<file path="src/rtl/airhockey_pkg.sv">
// Shared types and constants for the air hockey match controller.
package airhockey_pkg;

    // Match phases; the encoding is visible on the state output.
    typedef enum logic [2:0] {
        ST_IDLE  = 3'd0,
        ST_SERVE = 3'd1,
        ST_PLAY  = 3'd2,
        ST_GOAL  = 3'd3,
        ST_OVER  = 3'd4
    } phase_e;

    // NES pad bit positions.
    localparam int BTN_START = 3;
    localparam int BTN_UP    = 4;
    localparam int BTN_DOWN  = 5;

    localparam logic [3:0] SCORE_MAX = 4'd15;

    // Score increment that sticks at 15.
    function automatic logic [3:0] sat_inc(input logic [3:0] v);
        return (v == SCORE_MAX) ? v : v + 4'd1;
    endfunction

endpackage

</file>
<file path="src/rtl/match_sequencer_if.sv">
// Signal bundle between the pad/goal sources and the match controller.
interface match_sequencer_if;
    logic        vSyncStart;
    logic        start;
    logic        goalLeft;
    logic        goalRight;
    logic [7:0]  button2;
    logic [15:0] puckY;
    logic [15:0] paddle2Y;
    logic        paddleRun;
    logic        puckRun;
    logic        puckReset;
    logic        serveToLeft;
    logic [3:0]  scoreLeft;
    logic [3:0]  scoreRight;
    logic [2:0]  state;
    logic [7:0]  button2Out;

    modport master (
        output vSyncStart, start, goalLeft, goalRight, button2, puckY, paddle2Y,
        input  paddleRun, puckRun, puckReset, serveToLeft, scoreLeft, scoreRight,
               state, button2Out
    );

    modport slave (
        input  vSyncStart, start, goalLeft, goalRight, button2, puckY, paddle2Y,
        output paddleRun, puckRun, puckReset, serveToLeft, scoreLeft, scoreRight,
               state, button2Out
    );
endinterface

</file>
<file path="src/rtl/autopilot_tracker.sv">
// Drives the right paddle toward the puck once player 2 has been idle
// long enough; any up/down press hands control straight back.
module autopilot_tracker
    import airhockey_pkg::*;
#(
    parameter int IDLE_FRAMES   = 600,
    parameter int PADDLE_HEIGHT = 48,
    parameter int DEADBAND      = 4
) (
    input  logic        clk,
    input  logic        rst,
    input  logic        vsync,
    input  logic [7:0]  btn_in,
    input  logic [15:0] puck_y,
    input  logic [15:0] paddle_y,
    output logic [7:0]  btn_out
);
    localparam logic [9:0]  IDLE_MAX = 10'(IDLE_FRAMES);
    localparam logic [16:0] HALF_H   = 17'(PADDLE_HEIGHT / 2);
    localparam logic [16:0] DB       = 17'(DEADBAND);

    logic [9:0]  idle_q, idle_d;
    logic        pressed;
    logic [16:0] centre, puck17;
    logic        want_up, want_dn;

    assign pressed = btn_in[BTN_UP] | btn_in[BTN_DOWN];

    // 17-bit compare so neither the centre sum nor the deadband wraps.
    assign centre  = {1'b0, paddle_y} + HALF_H;
    assign puck17  = {1'b0, puck_y};
    assign want_up = (puck17 + DB) < centre;
    assign want_dn = puck17 > (centre + DB);

    // Idle frame counter: cleared by any press, saturates at the takeover point.
    always_comb begin
        idle_d = idle_q;
        if (pressed)
            idle_d = '0;
        else if (vsync && idle_q < IDLE_MAX)
            idle_d = idle_q + 10'd1;
    end

    // Idle counter register.
    always_ff @(posedge clk or posedge rst) begin
        if (rst) idle_q <= '0;
        else     idle_q <= idle_d;
    end

    // Substitute up/down only while idle and nobody is pressing right now.
    always_comb begin
        btn_out = btn_in;
        if (idle_q == IDLE_MAX && !pressed) begin
            btn_out[BTN_UP]   = want_up;
            btn_out[BTN_DOWN] = want_dn;
        end
    end
endmodule

</file>
<file path="src/rtl/match_sequencer.sv">
// Match phase controller for air hockey: idle, serve, play, goal pause,
// game over. Gates paddle/puck motion, keeps scores, requests re-serves.
// Optional feature: define AIRHOCKEY_AUTOPILOT_EN to let an autopilot
// drive the right paddle when player 2 stops pressing up/down.
module match_sequencer
    import airhockey_pkg::*;
#(
    parameter int WIN_SCORE     = 7,
    parameter int SERVE_FRAMES  = 60,
    parameter int PAUSE_FRAMES  = 120,
    parameter int IDLE_FRAMES   = 600,
    parameter int PADDLE_HEIGHT = 48,
    parameter int DEADBAND      = 4
) (
    input  logic              pixelClock,
    input  logic              reset,
    match_sequencer_if.slave  bus
);
    localparam logic [7:0] SERVE_LAST = 8'(SERVE_FRAMES - 1);
    localparam logic [7:0] PAUSE_LAST = 8'(PAUSE_FRAMES - 1);
    localparam logic [3:0] WIN        = 4'(WIN_SCORE);

    phase_e     state_q, state_d;
    logic [7:0] fc_q, fc_d;
    logic [3:0] score_l_q, score_l_d, score_r_q, score_r_d;
    logic       serve_left_q, serve_left_d;
    logic       puck_reset_q, puck_reset_d;
    logic       paddle_run_q, paddle_run_d;
    logic       puck_run_q, puck_run_d;
    logic       start_q, start_d;
    logic       start_rise;

    assign start_d    = bus.start;
    assign start_rise = bus.start & ~start_q;

    // Phase transitions, scoring and per-frame counting.
    always_comb begin
        state_d      = state_q;
        fc_d         = bus.vSyncStart ? fc_q + 8'd1 : fc_q;
        score_l_d    = score_l_q;
        score_r_d    = score_r_q;
        serve_left_d = serve_left_q;
        case (state_q)
            ST_IDLE, ST_OVER: begin
                if (start_rise) begin
                    score_l_d    = '0;
                    score_r_d    = '0;
                    serve_left_d = 1'b0;
                    state_d      = ST_SERVE;
                end
            end
            ST_SERVE: begin
                if (bus.vSyncStart && fc_q == SERVE_LAST)
                    state_d = ST_PLAY;
            end
            ST_PLAY: begin
                // Left goal has priority when both fire together.
                if (bus.goalLeft) begin
                    score_r_d    = sat_inc(score_r_q);
                    serve_left_d = 1'b1;
                    state_d      = ST_GOAL;
                end else if (bus.goalRight) begin
                    score_l_d    = sat_inc(score_l_q);
                    serve_left_d = 1'b0;
                    state_d      = ST_GOAL;
                end
            end
            ST_GOAL: begin
                if (bus.vSyncStart && fc_q == PAUSE_LAST)
                    state_d = (score_l_q == WIN || score_r_q == WIN) ? ST_OVER : ST_SERVE;
            end
            default: state_d = ST_IDLE;
        endcase
        // Every phase starts counting frames from zero.
        if (state_d != state_q)
            fc_d = '0;
    end

    // Registered outputs are precomputed from the next phase.
    always_comb begin
        puck_reset_d = (state_d == ST_SERVE) && (state_q != ST_SERVE);
        paddle_run_d = (state_d == ST_SERVE) || (state_d == ST_PLAY);
        puck_run_d   = (state_d == ST_PLAY);
    end

    // Controller state registers.
    always_ff @(posedge pixelClock or posedge reset) begin
        if (reset) begin
            state_q      <= ST_IDLE;
            fc_q         <= '0;
            score_l_q    <= '0;
            score_r_q    <= '0;
            serve_left_q <= 1'b0;
            puck_reset_q <= 1'b0;
            paddle_run_q <= 1'b0;
            puck_run_q   <= 1'b0;
            start_q      <= 1'b0;
        end else begin
            state_q      <= state_d;
            fc_q         <= fc_d;
            score_l_q    <= score_l_d;
            score_r_q    <= score_r_d;
            serve_left_q <= serve_left_d;
            puck_reset_q <= puck_reset_d;
            paddle_run_q <= paddle_run_d;
            puck_run_q   <= puck_run_d;
            start_q      <= start_d;
        end
    end

    assign bus.state       = state_q;
    assign bus.scoreLeft   = score_l_q;
    assign bus.scoreRight  = score_r_q;
    assign bus.serveToLeft = serve_left_q;
    assign bus.puckReset   = puck_reset_q;
    assign bus.paddleRun   = paddle_run_q;
    assign bus.puckRun     = puck_run_q;

`ifdef AIRHOCKEY_AUTOPILOT_EN
    autopilot_tracker #(
        .IDLE_FRAMES  (IDLE_FRAMES),
        .PADDLE_HEIGHT(PADDLE_HEIGHT),
        .DEADBAND     (DEADBAND)
    ) u_autopilot (
        .clk     (pixelClock),
        .rst     (reset),
        .vsync   (bus.vSyncStart),
        .btn_in  (bus.button2),
        .puck_y  (bus.puckY),
        .paddle_y(bus.paddle2Y),
        .btn_out (bus.button2Out)
    );
`else
    // Positions only matter to the autopilot.
    logic unused_pos;
    assign unused_pos     = ^{bus.puckY, bus.paddle2Y};
    assign bus.button2Out = bus.button2;
`endif
endmodule

</file>
<file path="src/flat_wrapper.sv">
// flat-port wrapper written by rule: the top's interface ports become plain ports
module match_sequencer_flat import airhockey_pkg::*;
#(
    parameter int WIN_SCORE     = 7,
    parameter int SERVE_FRAMES  = 60,
    parameter int PAUSE_FRAMES  = 120,
    parameter int IDLE_FRAMES   = 600,
    parameter int PADDLE_HEIGHT = 48,
    parameter int DEADBAND      = 4
)
  (pixelClock, reset, bus_vSyncStart, bus_start, bus_goalLeft, bus_goalRight, bus_button2, bus_puckY, bus_paddle2Y, bus_paddleRun, bus_puckRun, bus_puckReset, bus_serveToLeft, bus_scoreLeft, bus_scoreRight, bus_state, bus_button2Out);
  match_sequencer_if bus_i ();
  input  logic pixelClock;
  input  logic reset;
  input wire logic [$bits(bus_i.vSyncStart)-1:0] bus_vSyncStart;
  input wire logic [$bits(bus_i.start)-1:0] bus_start;
  input wire logic [$bits(bus_i.goalLeft)-1:0] bus_goalLeft;
  input wire logic [$bits(bus_i.goalRight)-1:0] bus_goalRight;
  input wire logic [$bits(bus_i.button2)-1:0] bus_button2;
  input wire logic [$bits(bus_i.puckY)-1:0] bus_puckY;
  input wire logic [$bits(bus_i.paddle2Y)-1:0] bus_paddle2Y;
  output wire logic [$bits(bus_i.paddleRun)-1:0] bus_paddleRun;
  output wire logic [$bits(bus_i.puckRun)-1:0] bus_puckRun;
  output wire logic [$bits(bus_i.puckReset)-1:0] bus_puckReset;
  output wire logic [$bits(bus_i.serveToLeft)-1:0] bus_serveToLeft;
  output wire logic [$bits(bus_i.scoreLeft)-1:0] bus_scoreLeft;
  output wire logic [$bits(bus_i.scoreRight)-1:0] bus_scoreRight;
  output wire logic [$bits(bus_i.state)-1:0] bus_state;
  output wire logic [$bits(bus_i.button2Out)-1:0] bus_button2Out;
  assign bus_i.vSyncStart = bus_vSyncStart;
  assign bus_i.start = bus_start;
  assign bus_i.goalLeft = bus_goalLeft;
  assign bus_i.goalRight = bus_goalRight;
  assign bus_i.button2 = bus_button2;
  assign bus_i.puckY = bus_puckY;
  assign bus_i.paddle2Y = bus_paddle2Y;
  assign bus_paddleRun = bus_i.paddleRun;
  assign bus_puckRun = bus_i.puckRun;
  assign bus_puckReset = bus_i.puckReset;
  assign bus_serveToLeft = bus_i.serveToLeft;
  assign bus_scoreLeft = bus_i.scoreLeft;
  assign bus_scoreRight = bus_i.scoreRight;
  assign bus_state = bus_i.state;
  assign bus_button2Out = bus_i.button2Out;
  match_sequencer #(.WIN_SCORE(WIN_SCORE), .SERVE_FRAMES(SERVE_FRAMES), .PAUSE_FRAMES(PAUSE_FRAMES), .IDLE_FRAMES(IDLE_FRAMES), .PADDLE_HEIGHT(PADDLE_HEIGHT), .DEADBAND(DEADBAND)) u_core (.pixelClock(pixelClock), .reset(reset), .bus(bus_i));
endmodule
</file>
<file path="config.mk">
export PLATFORM = sky130hd
export DESIGN_NAME = match_sequencer_flat
export DESIGN_NICKNAME = d
export VERILOG_FILES = /design/src/rtl/airhockey_pkg.sv /design/src/rtl/match_sequencer_if.sv /design/src/rtl/autopilot_tracker.sv /design/src/rtl/match_sequencer.sv /design/src/flat_wrapper.sv
export SDC_FILE = /design/constraint.sdc
export NUM_CORES = 1
export LEC_CHECK = 0
export ABC_AREA = 1
export CORE_UTILIZATION = 40
export CTS_BUF_LIST = sky130_fd_sc_hd__clkbuf_4
export CTS_CLUSTER_SIZE = 12
export DETAILED_ROUTE_END_ITERATION = 12
export PLACE_DENSITY = 0.9
export RECOVER_POWER = 25
export SETUP_SLACK_MARGIN = 0.1
export SLEW_MARGIN = 10
export SYNTH_ARGS = -nofsm -noshare
export SYNTH_HDL_FRONTEND = slang
export SYNTH_HIERARCHICAL = 1
export SYNTH_SLANG_ARGS = --single-unit
export TNS_END_PERCENT = 30
</file>
<file path="constraint.sdc">
create_clock -name pixelClock -period 1.5 [get_ports pixelClock]
set_input_delay 0.375 -clock pixelClock [delete_from_list [all_inputs] [get_ports pixelClock]]
set_output_delay 0.375 -clock pixelClock [all_outputs]
set_load 0.02 [all_outputs]
</file>
==> impl_metrics.prom <==
# TYPE chip_impl_metric gauge
chip_impl_metric{name="cts_max_level",unit=""} 1
chip_impl_metric{name="first_pass_iters",unit=""} 4
chip_impl_metric{name="post_synthesis_sequential_area_ratio",unit=""} 0.4482
chip_impl_metric{name="regToRegSetupSlack",unit="ns"} -0.02
chip_impl_metric{name="antenna_found_initial",unit=""} 0
chip_impl_metric{name="grt_max_degree",unit=""} 25
chip_impl_metric{name="vias_in_the_first_global_route",unit=""} 1101
chip_impl_metric{name="postCtsHoldBufs",unit=""} 0
chip_impl_metric{name="timing.max_slew.rel_slack",unit=""} 0.6032
chip_impl_info{name="cts_tree",value="done"} 1
chip_impl_metric{name="post-route-period-util",unit=""} 1.014
chip_impl_metric{name="synth_edf_count",unit=""} 0
chip_impl_info{name="netlist_top_cells_count",value="sky130_fd_sc_hd__nand2_1, sky130_fd_sc_hd__dfrtp_1, sky130_fd_sc_hd__inv_1"} 1
chip_impl_metric{name="start_util",unit=""} 0.4284
chip_impl_metric{name="antenna_left",unit=""} 0
chip_impl_metric{name="power_density",unit="nW/um2"} 1413
chip_impl_metric{name="syn-cell-area",unit="um2"} 1340
chip_impl_info{name="yosysMostFrequentCell",value="sky130_fd_sc_hd__nand2_1"} 1
chip_impl_metric{name="detailedPlacementHpwl",unit="um"} 1843
chip_impl_info{name="worst_path_max_delay_cell",value="sky130_fd_sc_hd__dfrtp_2"} 1
chip_impl_metric{name="antenna_cells",unit=""} 0
chip_impl_metric{name="setup_tns",unit="ns"} -0.1283
chip_impl_metric{name="gr-usage-all-layers",unit=""} 0.1616
chip_impl_info{name="kind_of_cell_adding_the_most_delay_to_the_critical_path",value="simple AND/OR/NAND/NOR gates"} 1
chip_impl_metric{name="tightest_slew",unit="ns"} 0.5953
chip_impl_info{name="hold_path_startpoint",value="bus_start"} 1
chip_impl_metric{name="drt_iter0_drc",unit=""} 39
chip_impl_metric{name="total_of_fill_cells_in_the_finished_design",unit=""} 257
chip_impl_info{name="rr_startpoint",value="u_core/bus.state[1]"} 1
chip_impl_metric{name="total_number_of_vias",unit=""} 1151
chip_impl_metric{name="syn_area_cell",unit="um2"} 8.428
chip_impl_metric{name="number_of_clock_buffers_inserted_by_tritoncts",unit=""} 3
chip_impl_metric{name="grt.overflow.total",unit=""} 0
chip_impl_metric{name="hold-path-cell-count",unit=""} 1
chip_impl_metric{name="cts_buffer_depth",unit=""} 2
chip_impl_metric{name="number_of_synthesized_register_bits",unit=""} 24
chip_impl_metric{name="core_area",unit="um2"} 3128
chip_impl_metric{name="r2r.worst_path.cells",unit=""} 11
chip_impl_info{name="run_status",value="finished with violations"} 1
chip_impl_info{name="synth_largest_area_cell",value="sky130_fd_sc_hd__dfrtp_1"} 1
chip_impl_info{name="post_synth_main_area_contributors",value="sky130_fd_sc_hd__dfrtp_1, sky130_fd_sc_hd__nand2_1, sky130_fd_sc_hd__inv_1"} 1
chip_impl_metric{name="routedWlPerCell",unit="um"} 12.35
chip_impl_metric{name="clk_transition_reported_paths",unit="ns"} 0.13
chip_impl_metric{name="peakVddDrop",unit="mV"} 0.5913
chip_impl_metric{name="crit_path_max_incr_delay",unit="ns"} 0.49
chip_impl_metric{name="clk_latency",unit="ns"} 0.30
chip_impl_info{name="violations_in_the_final_reports",value="negative setup slack"} 1
chip_impl_info{name="timing.critical_path.cells",value="inv_2 -> nor2_2 -> nand3_1 -> nand2_2 -> nand2_1 -> inv_2 -> nand2_4 -> nand2_4 -> nand2_4 -> nand2_8 -> nor2_2"} 1
chip_impl_metric{name="gpl.final_weighted_congestion",unit=""} 0.8176
chip_impl_metric{name="finalPower",unit="mW"} 2.639
chip_impl_metric{name="yosysWarningCount",unit=""} 6
chip_impl_metric{name="placement.cell_area",unit="um2"} 1653
chip_impl_metric{name="count_of_clock_tree_sinks",unit=""} 24
chip_impl_metric{name="max_freq",unit="GHz"} 0.6573
chip_impl_info{name="postSynth.topFlopCell",value="sky130_fd_sc_hd__dfrtp_1"} 1
chip_impl_metric{name="cp.required",unit="ns"} 1.71
chip_impl_info{name="setup_repair_after_global_routing_missed_its_margin",value="true"} 1
chip_impl_metric{name="number_of_buffer_and_inverter_instances_along_the_worst_setup_path",unit=""} 2
chip_impl_metric{name="io_buffer_count",unit=""} 20
chip_impl_metric{name="final_critical_path_setup_slack",unit="ns"} -0.02143
chip_impl_metric{name="floorplan.io_pins",unit=""} 69
chip_impl_metric{name="timing.critical_path.fanout_max",unit=""} 8
chip_impl_info{name="setup.worst_path.end_class",value="flop"} 1
chip_impl_metric{name="cellLeakagePower",unit="nW"} 0.8890
chip_impl_info{name="critPathLaunchType",value="flop"} 1
chip_impl_metric{name="cp_data_arrival_time",unit="ns"} 1.73
chip_impl_metric{name="synth_top_area_share",unit=""} 0.4482
chip_impl_metric{name="layout-area-overhead-vs-synth",unit="%"} 39.40
chip_impl_info{name="worst_hold_path.endpoint",value="u_core/start_q"} 1
chip_impl_metric{name="yosysUniqueCellTypes",unit=""} 24
chip_impl_metric{name="routed_wl",unit="um"} 2964
chip_impl_metric{name="die-width",unit="um"} 59.88
chip_impl_info{name="cp-startpoint",value="u_core/bus.state[1]"} 1
chip_impl_metric{name="grt_pass1_wl",unit="um"} 4450
chip_impl_metric{name="finish.instance_area",unit="um2"} 1868
chip_impl_metric{name="synthesis.instances",unit=""} 159
chip_impl_metric{name="dieHeight",unit="um"} 59.88
chip_impl_info{name="critical_path.reg2reg.endpoint",value="u_core/fc_q[3]"} 1
chip_impl_metric{name="drive_gt1_frac",unit=""} 0.4643
chip_impl_metric{name="die_area",unit="um2"} 3586
chip_impl_info{name="critical_path_class",value="flop to flop"} 1
chip_impl_metric{name="fin_nets",unit=""} 246
chip_impl_metric{name="drv.max_cap_violation_count",unit=""} 0
chip_impl_metric{name="placement_rows",unit=""} 20
chip_impl_metric{name="syn-num-nets",unit=""} 208
chip_impl_metric{name="post-route-drc-count",unit=""} 0
chip_impl_metric{name="final.setup_skew",unit="ns"} 0.002426
chip_impl_metric{name="final_number_of_max_transition_violations",unit=""} 0
chip_impl_info{name="hold_path_class",value="input pin to flop"} 1
chip_impl_metric{name="hold_viol",unit=""} 0
chip_impl_info{name="cts-root-buf",value="sky130_fd_sc_hd__clkbuf_4"} 1
chip_impl_metric{name="finalSetupViolCount",unit=""} 8
chip_impl_metric{name="async_flop_share",unit=""} 1.000
chip_impl_metric{name="vias_per_cell",unit=""} 4.796
chip_impl_info{name="crit_top_cell",value="sky130_fd_sc_hd__nand2_4"} 1
chip_impl_metric{name="period_minus_slack",unit="ns"} 1.521
worst max path at each step:
stage / cells after the start / slack [ns] / endpoint
4_1_cts: 12 / -0.004 / u_core/fc_q[6]
5_1_grt: 10 / -0.09 / u_core/fc_q[0]
6_report: 11 / -0.02 / u_core/fc_q[3]
3_5_place_dp: 13 / -0.38 / u_core/fc_q[7]
3_3_place_gp: 13 / -0.35 / u_core/fc_q[1]
2_1_floorplan: 10 / 0.09 / u_core/fc_q[4]
cell usage in the layout, fill, tap and decap left out, types with 3 or more instances in the layout:
cell,n
sky130_fd_sc_hd__dlygate4sd2_1,4
sky130_fd_sc_hd__dfrtp_2,7
sky130_fd_sc_hd__nand2_4,5
sky130_fd_sc_hd__nor2_4,4
sky130_fd_sc_hd__a21oi_1,6
sky130_fd_sc_hd__nand2_1,21
sky130_fd_sc_hd__clkbuf_2,5
sky130_fd_sc_hd__nand3_1,9
sky130_fd_sc_hd__ha_4,3
sky130_fd_sc_hd__nand3_2,4
sky130_fd_sc_hd__inv_1,17
sky130_fd_sc_hd__buf_2,5
sky130_fd_sc_hd__buf_4,19
sky130_fd_sc_hd__nor2_2,9
sky130_fd_sc_hd__dfrtp_1,17
sky130_fd_sc_hd__nand2_2,7
sky130_fd_sc_hd__nor2_1,8
sky130_fd_sc_hd__nor3_2,5
sky130_fd_sc_hd__xor2_1,5
sky130_fd_sc_hd__clkbuf_4,3
sky130_fd_sc_hd__o21ai_0,3
sky130_fd_sc_hd__inv_2,3
layer usage:
metal / vias to the layer above / global-route usage / share of wire
met5: - / 0 / 0
met4: 0 / 0.04319 / 0.0044
met3: 2 / 0.02814 / 0.048
met2: 28 / 0.2794 / 0.53
met1: 547 / 0.2071 / 0.41
li1: 574 / - / -
through the flow:
step | utilization | setup slack, ns | hold WS, ns | std cells
2_1_floorplan | - | 0.08701 | 0.3892 | 159
3_3_place_gp | 0.5284 | -0.3456 | 0.4814 | 226
3_5_place_dp | 0.5284 | -0.3811 | 0.4851 | 226
4_1_cts | 0.5392 | -0.003916 | 0.4026 | 232
5_1_grt | 0.5972 | -0.08958 | 0.3466 | 240
6_report | 0.5972 | -0.02143 | 0.3440 | 240
timing repair:
action | in CTS | in global routing
endpoints found under the setup margin | 29 | 28
hold endpoints to repair | 0 | 0
resized for setup | 40 | 47
pin swaps | 2 | 13
buffers inserted | 2 | 8
cell type report:
cell class | instances | area (um2) | area share
inverters | 22 | 87.58 | 0.04689
repair buffers | 41 | 312.8 | 0.1674
clock buffers | 3 | 22.52 | 0.01206
multi-input cells | 105 | 777.0 | 0.4159
well taps | 44 | 55.05 | 0.02947
clock inverters | 1 | 3.754 | 0.002009
flip-flops and latches | 24 | 609.3 | 0.3262
flip-flops by register name (all words and copies together) (netlist names):
register	cells
u_core/start_q	1
u_core/fc_q	8
u_core/bus.serveToLeft	1
u_core/bus.scoreLeft	4
u_core/bus.paddleRun	1
u_core/bus.state	3
u_core/bus.scoreRight	4
u_core/bus.puckRun	1
u_core/bus.puckReset	1
worst register-to-register path, cell delays in order (launching register included):
cell,delay (ns)
sky130_fd_sc_hd__dfrtp_2,0.49
sky130_fd_sc_hd__inv_2,0.07
sky130_fd_sc_hd__nor2_2,0.14
sky130_fd_sc_hd__nand3_1,0.12
sky130_fd_sc_hd__nand2_2,0.10
sky130_fd_sc_hd__nand2_1,0.07
sky130_fd_sc_hd__inv_2,0.08
sky130_fd_sc_hd__nand2_4,0.07
sky130_fd_sc_hd__nand2_4,0.06
sky130_fd_sc_hd__nand2_4,0.07
sky130_fd_sc_hd__nand2_8,0.11
sky130_fd_sc_hd__nor2_2,0.05
where the power goes:
group / switching (mW) / internal, mW / total (mW)
Sequential: 0.192 / 0.827 / 1.02
Clock: 0.184 / 0.0969 / 0.280
Combinational: 0.758 / 0.582 / 1.34
cells by family (layout without fill, tap and decap cells):
family          count (synthesis)  count (layout)  synth area share
simple gates                   79              79            0.3025
xor+xnor                        7               7           0.04575
mux                             1               1          0.007470
buf+inv                        30              67            0.1064
compound gates                 15              15           0.06163
flops                          24              24            0.4482
fa+ha+maj                       3               3           0.02801
(Power assumes the default switching activity.)
